### config.mk
export PLATFORM = sky130hd
export DESIGN_NAME = mem_stage_ctrl_flat
export DESIGN_NICKNAME = d
export VERILOG_FILES = /design/src/rtl/mem_stage_ctrl_if.sv /design/src/rtl/mem_stage_ctrl.sv /design/src/flat_wrapper.sv
export SDC_FILE = /design/constraint.sdc
export NUM_CORES = 1
export LEC_CHECK = 0
export ABC_CLOCK_PERIOD_IN_PS = 2400
export CELL_PAD_IN_SITES_DETAIL_PLACEMENT = 1
export CELL_PAD_IN_SITES_GLOBAL_PLACEMENT = 1
export CORE_MARGIN = 2
export CORE_UTILIZATION = 31
export CTS_CLUSTER_SIZE = 25
export DETAILED_ROUTE_END_ITERATION = 6
export GPL_ROUTABILITY_DRIVEN = 0
export GPL_TIMING_DRIVEN = 1
export HOLD_SLACK_MARGIN = 0.12
export PLACE_DENSITY = 0.87
export RECOVER_POWER = 100
export SYNTH_ARGS = -nofsm -noshare
export SYNTH_HDL_FRONTEND = slang
export SYNTH_SLANG_ARGS = --single-unit
export TNS_END_PERCENT = 5
### constraint.sdc
create_clock -name clk -period 2.4 [get_ports clk]
set_input_delay 0.36 -clock clk [delete_from_list [all_inputs] [get_ports clk]]
set_output_delay 0.36 -clock clk [all_outputs]
set_load 0.03 [all_outputs]
### src/rtl/mem_stage_ctrl_if.sv
// Data-memory port bundle between the MEM-stage controller (master) and the data memory (slave).
interface mem_stage_ctrl_if;
  logic        dmem_req;
  logic        dmem_we;
  logic [31:0] dmem_addr;
  logic [31:0] dmem_wdata;
  logic [31:0] dmem_rdata;
  logic        dmem_ready;

  modport master (
    output dmem_req, dmem_we, dmem_addr, dmem_wdata,
    input  dmem_rdata, dmem_ready
  );

  modport slave (
    input  dmem_req, dmem_we, dmem_addr, dmem_wdata,
    output dmem_rdata, dmem_ready
  );
endinterface

### src/rtl/mem_stage_ctrl.sv
// MEM-stage controller: runs loads/stores on a req/ready data port, stalls upstream, registers MEM/WB.
// Optional access timeout enabled by defining MEM_TIMEOUT_EN.
module mem_stage_ctrl #(
  parameter int TIMEOUT_CYCLES = 16
) (
  input  logic                    clk,
  input  logic                    rst,
  input  logic                    valid_in,
  input  logic                    mem_write_in,
  input  logic                    reg_write_in,
  input  logic [1:0]              mem_to_reg_in,
  input  logic [4:0]              rd_in,
  input  logic [31:0]             pc_count_in,
  input  logic [31:0]             rd2_in,
  input  logic [31:0]             alu_result_in,
  input  logic [31:0]             sign_imm_in,
  output logic                    stall_out,
  mem_stage_ctrl_if.master        dmem,
  output logic                    wb_valid,
  output logic                    wb_reg_write,
  output logic [4:0]              wb_rd,
  output logic [31:0]             wb_data,
  output logic                    mem_err
);

  localparam logic [0:0] IDLE   = 1'b0;
  localparam logic [0:0] ACCESS = 1'b1;

  logic [0:0]  state;
  logic        mem_op;
  logic        done;
  logic        abort;

  logic [4:0]  rd_p0;
  logic        reg_write_p0;
  logic [1:0]  m2r_p0;

  function automatic logic [31:0] wb_select(input logic [1:0]  sel,
                                            input logic [31:0] alu,
                                            input logic [31:0] rdata,
                                            input logic [31:0] pc,
                                            input logic [31:0] imm);
    case (sel)
      2'b00:   return alu;
      2'b01:   return rdata;
      2'b10:   return pc + 32'd4;
      default: return imm;
    endcase
  endfunction

  // A load that also asserts mem_write is issued as a store.
  assign mem_op    = valid_in & (mem_write_in | (mem_to_reg_in == 2'b01));
  assign done      = (state == ACCESS) & dmem.dmem_ready;
  assign stall_out = mem_op & ~(done | abort);

`ifdef MEM_TIMEOUT_EN
  localparam int CW = $clog2(TIMEOUT_CYCLES + 1);
  logic [CW-1:0] tmo_cnt;

  // Ready in the expiry cycle takes priority over the abort.
  assign abort = (state == ACCESS) & ~dmem.dmem_ready &
                 (tmo_cnt == CW'(TIMEOUT_CYCLES - 1));

  always_ff @(posedge clk or negedge rst) begin
    if (!rst) begin
      tmo_cnt <= '0;
      mem_err <= 1'b0;
    end else begin
      mem_err <= abort;
      if (state == IDLE) tmo_cnt <= '0;
      else               tmo_cnt <= tmo_cnt + CW'(1);
    end
  end
`else
  logic unused_tmo;
  assign unused_tmo = (TIMEOUT_CYCLES != 0);
  assign abort      = 1'b0;
  assign mem_err    = 1'b0;
`endif

  // Stage p0: instruction fields held for the duration of the access
  always_ff @(posedge clk) begin
    if ((state == IDLE) && mem_op) begin
      rd_p0        <= rd_in;
      reg_write_p0 <= reg_write_in;
      m2r_p0       <= mem_to_reg_in;
    end
  end

  // Stage p1: FSM, memory port and MEM/WB registers
  always_ff @(posedge clk or negedge rst) begin
    if (!rst) begin
      state           <= IDLE;
      dmem.dmem_req   <= 1'b0;
      dmem.dmem_we    <= 1'b0;
      dmem.dmem_addr  <= '0;
      dmem.dmem_wdata <= '0;
      wb_valid        <= 1'b0;
      wb_reg_write    <= 1'b0;
      wb_rd           <= '0;
      wb_data         <= '0;
    end else begin
      case (state)
        IDLE: begin
          if (mem_op) begin
            state           <= ACCESS;
            dmem.dmem_req   <= 1'b1;
            dmem.dmem_we    <= mem_write_in;
            dmem.dmem_addr  <= alu_result_in;
            dmem.dmem_wdata <= rd2_in;
            wb_valid        <= 1'b0;
            wb_reg_write    <= 1'b0;
          end else if (valid_in) begin
            wb_valid     <= 1'b1;
            wb_reg_write <= reg_write_in;
            wb_rd        <= rd_in;
            wb_data      <= wb_select(mem_to_reg_in, alu_result_in, dmem.dmem_rdata,
                                      pc_count_in, sign_imm_in);
          end else begin
            wb_valid     <= 1'b0;
            wb_reg_write <= 1'b0;
          end
        end
        default: begin
          if (done) begin
            // EX/MEM is still held here, so its non-memory fields remain valid.
            state         <= IDLE;
            dmem.dmem_req <= 1'b0;
            wb_valid      <= 1'b1;
            wb_reg_write  <= reg_write_p0;
            wb_rd         <= rd_p0;
            wb_data       <= wb_select(m2r_p0, alu_result_in, dmem.dmem_rdata,
                                       pc_count_in, sign_imm_in);
          end else if (abort) begin
            state         <= IDLE;
            dmem.dmem_req <= 1'b0;
            wb_valid      <= 1'b1;
            wb_reg_write  <= 1'b0;
            wb_rd         <= rd_p0;
          end else begin
            wb_valid     <= 1'b0;
            wb_reg_write <= 1'b0;
          end
        end
      endcase
    end
  end

endmodule

### src/flat_wrapper.sv
// flat-port wrapper written by rule: the top's interface ports become plain ports
module mem_stage_ctrl_flat 
#(
  parameter int TIMEOUT_CYCLES = 16
)
  (clk, rst, valid_in, mem_write_in, reg_write_in, mem_to_reg_in, rd_in, pc_count_in, rd2_in, alu_result_in, sign_imm_in, stall_out, wb_valid, wb_reg_write, wb_rd, wb_data, mem_err, dmem_dmem_req, dmem_dmem_we, dmem_dmem_addr, dmem_dmem_wdata, dmem_dmem_rdata, dmem_dmem_ready);
  mem_stage_ctrl_if dmem_i ();
  input  logic clk;
  input  logic rst;
  input  logic valid_in;
  input  logic mem_write_in;
  input  logic reg_write_in;
  input  logic [1:0] mem_to_reg_in;
  input  logic [4:0] rd_in;
  input  logic [31:0] pc_count_in;
  input  logic [31:0] rd2_in;
  input  logic [31:0] alu_result_in;
  input  logic [31:0] sign_imm_in;
  output logic stall_out;
  output logic wb_valid;
  output logic wb_reg_write;
  output logic [4:0] wb_rd;
  output logic [31:0] wb_data;
  output logic mem_err;
  output wire logic [$bits(dmem_i.dmem_req)-1:0] dmem_dmem_req;
  output wire logic [$bits(dmem_i.dmem_we)-1:0] dmem_dmem_we;
  output wire logic [$bits(dmem_i.dmem_addr)-1:0] dmem_dmem_addr;
  output wire logic [$bits(dmem_i.dmem_wdata)-1:0] dmem_dmem_wdata;
  input wire logic [$bits(dmem_i.dmem_rdata)-1:0] dmem_dmem_rdata;
  input wire logic [$bits(dmem_i.dmem_ready)-1:0] dmem_dmem_ready;
  assign dmem_dmem_req = dmem_i.dmem_req;
  assign dmem_dmem_we = dmem_i.dmem_we;
  assign dmem_dmem_addr = dmem_i.dmem_addr;
  assign dmem_dmem_wdata = dmem_i.dmem_wdata;
  assign dmem_i.dmem_rdata = dmem_dmem_rdata;
  assign dmem_i.dmem_ready = dmem_dmem_ready;
  mem_stage_ctrl #(.TIMEOUT_CYCLES(TIMEOUT_CYCLES)) u_core (.clk(clk), .rst(rst), .valid_in(valid_in), .mem_write_in(mem_write_in), .reg_write_in(reg_write_in), .mem_to_reg_in(mem_to_reg_in), .rd_in(rd_in), .pc_count_in(pc_count_in), .rd2_in(rd2_in), .alu_result_in(alu_result_in), .sign_imm_in(sign_imm_in), .stall_out(stall_out), .dmem(dmem_i), .wb_valid(wb_valid), .wb_reg_write(wb_reg_write), .wb_rd(wb_rd), .wb_data(wb_data), .mem_err(mem_err));
endmodule
==> reports/qor.csv <==
stage,metric,value,unit
floorplanning,height of the die,151,um
logic_synthesis,ys async rst share,93.0,%
drt,DR WL/cell,21.4,um
global_route,gr ovfl total,0,
logic_synthesis,number of synthesized flops with an enable pin,8,
power,Comb pwr share,37.3,%
power,Pleak,4.72,nW
cts,Clock Sinks,114,
drt,initial drt markers,421,
sta,Fin. Hold Viols,0,
drt,via/cell ratio,5.38,
power,switching power,3.05,mW
drt,via count,7370,
global_route,initial antenna violation count,1,
cts,clock tree buffer depth,2,
placement,detailed placement HPWL,22.7,mm
global_route,GRT Overall Usage,25.4,%
cts,# hold bufs at CTS,1,
setup_path,CP endpoint kind,flip-flop,
placement,pre-CTS setup slack,-0.257,ns
floorplanning,Die W,151,um
setup_path,CP Class,in -> reg,
floorplanning,row count,53,
sta,PnR worst setup slack,0.0862,ns
cts,clock latency on the worst-skew pair,0.42,ns
logic_synthesis,Synth Flop Type,dfrtp_1,
logic_synthesis,Synth Instances,765,
sta,min Tclk post-route,2.31,ns
drt,drt first pass iters,6,
global_route,largest net degree at the start of global routing,51,
layout,Post-Layout Cell Count,1371,
logic_synthesis,syn_nets,939,
drt,ANT nets after route,0,
drt,wire length on met3,2.21,mm
power,Cell Pwr Density,764,mW/mm^2
logic_synthesis,#FFs+latches synth,114,
status,outcome,finished clean,
logic_synthesis,Synth Cell Area,0.00671,sq mm
drt,post-route DRC violation count,0,
sta,Setup Total Neg Slack,0,ns
layout,layout cells sized above 1,12.7,%
drt,wl on met1,12.4,mm
power,Int Power,5.14,mW
placement,Port-buffer cells,278,
drt,routed wire length,29.3,mm
sta,Tcrit/Tclk final,96.4,%
cts,Worst-path clk slew,0.06,ns
logic_synthesis,sequential-to-total area share from yosys stat,43.1,%
sta,Slew @ Worst Pin,1.49,ns
power,Worst VDD drop,0.000395,V
sta,RSZ-0062 raised after global routing,no,
setup_path,CP Data Required Time,2.69,ns
layout,nets,1255,
floorplanning,Die ar.,0.0228,sq mm
logic_synthesis,"count leader, synth",nand2_1,
layout,Area Overhead vs Synth,59.9,%
drt,uppermost layer routed,met4,
floorplanning,Initial Utilization,31.7,%
cts,CTS Buf Count,17,
logic_synthesis,Yosys warnings,0,
cts,setup bufs post-CTS,0,
global_route,vias in the first global route,7587,
min_path,Worst Hold Class,reg -> reg,
job,max-cap violation count,0,
power,sequential fraction of design power,31.8,%
setup_path,Worst setup SP type,input pin,
logic_synthesis,commonest cells in the netlist,"235 x nand2_1, 106 x dfrtp_1, 40 x o21ai_0, 35 x a21oi_1, 35 x clkbuf_1",
sta,final setup fails,0,
floorplanning,io pins,280,
cts,cts repair resizes,0,
drt,routed wl met2,13.9,mm
sta,clock skew,0.0139,ns
logic_synthesis,post-synth top area share,39.5,%
layout,final core occ,50.7,%
logic_synthesis,syn avg cell area,8.77,sq um
sta,relative slew slack,0.815,%
setup_path,crit path DAT,2.60,ns
global_route,first-pass GRT wire length,43.7,mm
floorplanning,core area,0.0212,sq mm
logic_synthesis,Synth area leaders,"dfrtp_1 40%, nand2_1 13%, mux2i_1 4.2%, mux4_2 3.7%, edfxtp_1 3.6%",
sta,Fmax,432,MHz
power,Clock Power Share,30.9,%
placement,Placed Instances,1336,
cts,Clk Tree Root Cell,clkbuf_16,
logic_synthesis,Synth area leader,dfrtp_1,
sta,final slew viol count,0,
logic_synthesis,synth unique cells,71,
cts,# H-tree levels,4,
cts,CTS tree,done,
power,Switching Fraction,37.2,%
setup_path,Critical Path Fanout Max,6,
final timing paths:
kind,to,slack [ns],from,cells after the start
max,u_core.wb_data[28]$_DFFE_PN0P_,0.09,pc_count_in[2],8
min,u_core.dmem.dmem_wdata[18]$_DFFE_PN0P_,0.47,u_core.dmem.dmem_wdata[18]$_DFFE_PN0P_,2
max reg2reg,u_core.wb_data[22]$_DFFE_PN0P_,0.15,u_core.m2r_p0[0]$_DFFE_PP_,6
min reg2reg,u_core.dmem.dmem_wdata[18]$_DFFE_PN0P_,0.47,u_core.dmem.dmem_wdata[18]$_DFFE_PN0P_,2
max in group asynchronous,u_core.dmem.dmem_addr[13]$_DFFE_PN0P_,0.37,rst,3
min in group asynchronous,u_core.dmem.dmem_wdata[10]$_DFFE_PN0P_,0.82,rst,2
metrics by stage:
step           instance area [sq um]  power [mW]  hold slack, ns
2_1_floorplan                   6710        4.20          0.0644
3_3_place_gp                   10200        5.79           0.284
3_5_place_dp                   10200        5.88           0.288
4_1_cts                        10800        8.43           0.383
5_1_grt                        10700        8.57           0.481
6_report                       10700        8.19           0.467
power by group through the flow:
stage	Sequential [mW]	Combinational [mW]	Clock [mW]
floorplan	3.43	0.768	0
global placement	2.63	3.15	0
detailed placement	2.65	3.22	0
CTS	2.62	3.24	2.57
global route	2.65	3.25	2.67
finish	2.60	3.06	2.53
sequential cells by signal (all words and copies together) (netlist names), 2 cells and up:
name                    flops
u_core.wb_rd                5
u_core.dmem.dmem_wdata     32
u_core.m2r_p0               2
u_core.wb_data             32
u_core.dmem.dmem_addr      32
u_core.rd_p0                5
placed cells by master (no fill, tap or decap), drive strengths merged, types with 6 or more instances in the layout:
master,count
nand3,15
edfxtp,8
mux4,11
a211oi,8
nand2b,9
inv,15
nand4,6
o221ai,8
a22oi,11
nor3,14
a21oi,36
dfrtp,106
buf,58
clkdlybuf4s50,163
nand2,235
nor4,6
mux2,18
mux2i,28
xor2,9
o211ai,6
o22ai,7
o21ai,40
clkbuf,37
nor2,30
xnor2,8
dlygate4sd3,113
clkinv,6
cell type report:
class | instances | area (sq um)
antenna | 2 | 5.00
clock buffer | 19 | 443
clock inverter | 13 | 135
fill | 2441 | 10400
inverter | 13 | 48.8
multi-input combinational | 583 | 3540
sequential | 114 | 2890
tap | 275 | 344
timing repair buffer | 352 | 3320
logic make-up after synthesis:
group / Yosys count / share of synthesized area (%)
flops: 114 / 43.1
mux: 57 / 10.9
xor+xnor: 17 / 2.22
compound gates: 166 / 16.9
simple gates: 341 / 22.3
fa+ha+maj: 1 / 0.186
buf+inv: 68 / 4.36
other cells: 1 / 0.0559
per-layer routing:
| layer | vias to the layer above | track usage [%] |
|---|---|---|
| li1 | 3360 | - |
| met1 | 3594 | 33.1 |
| met2 | 359 | 41.6 |
| met3 | 57 | 5.63 |
| met4 | 0 | 9.30 |
| met5 | - | 0 |
worst max-delay path: stages:
cell             delay, ns
clkdlybuf4s50_1       0.49
ha_1                  0.19
nand3_1               0.12
or4_4                 0.55
buf_4                 0.19
nor4_1                0.40
xnor2_1               0.20
o211ai_2              0.10
(Power assumes the default switching activity.)
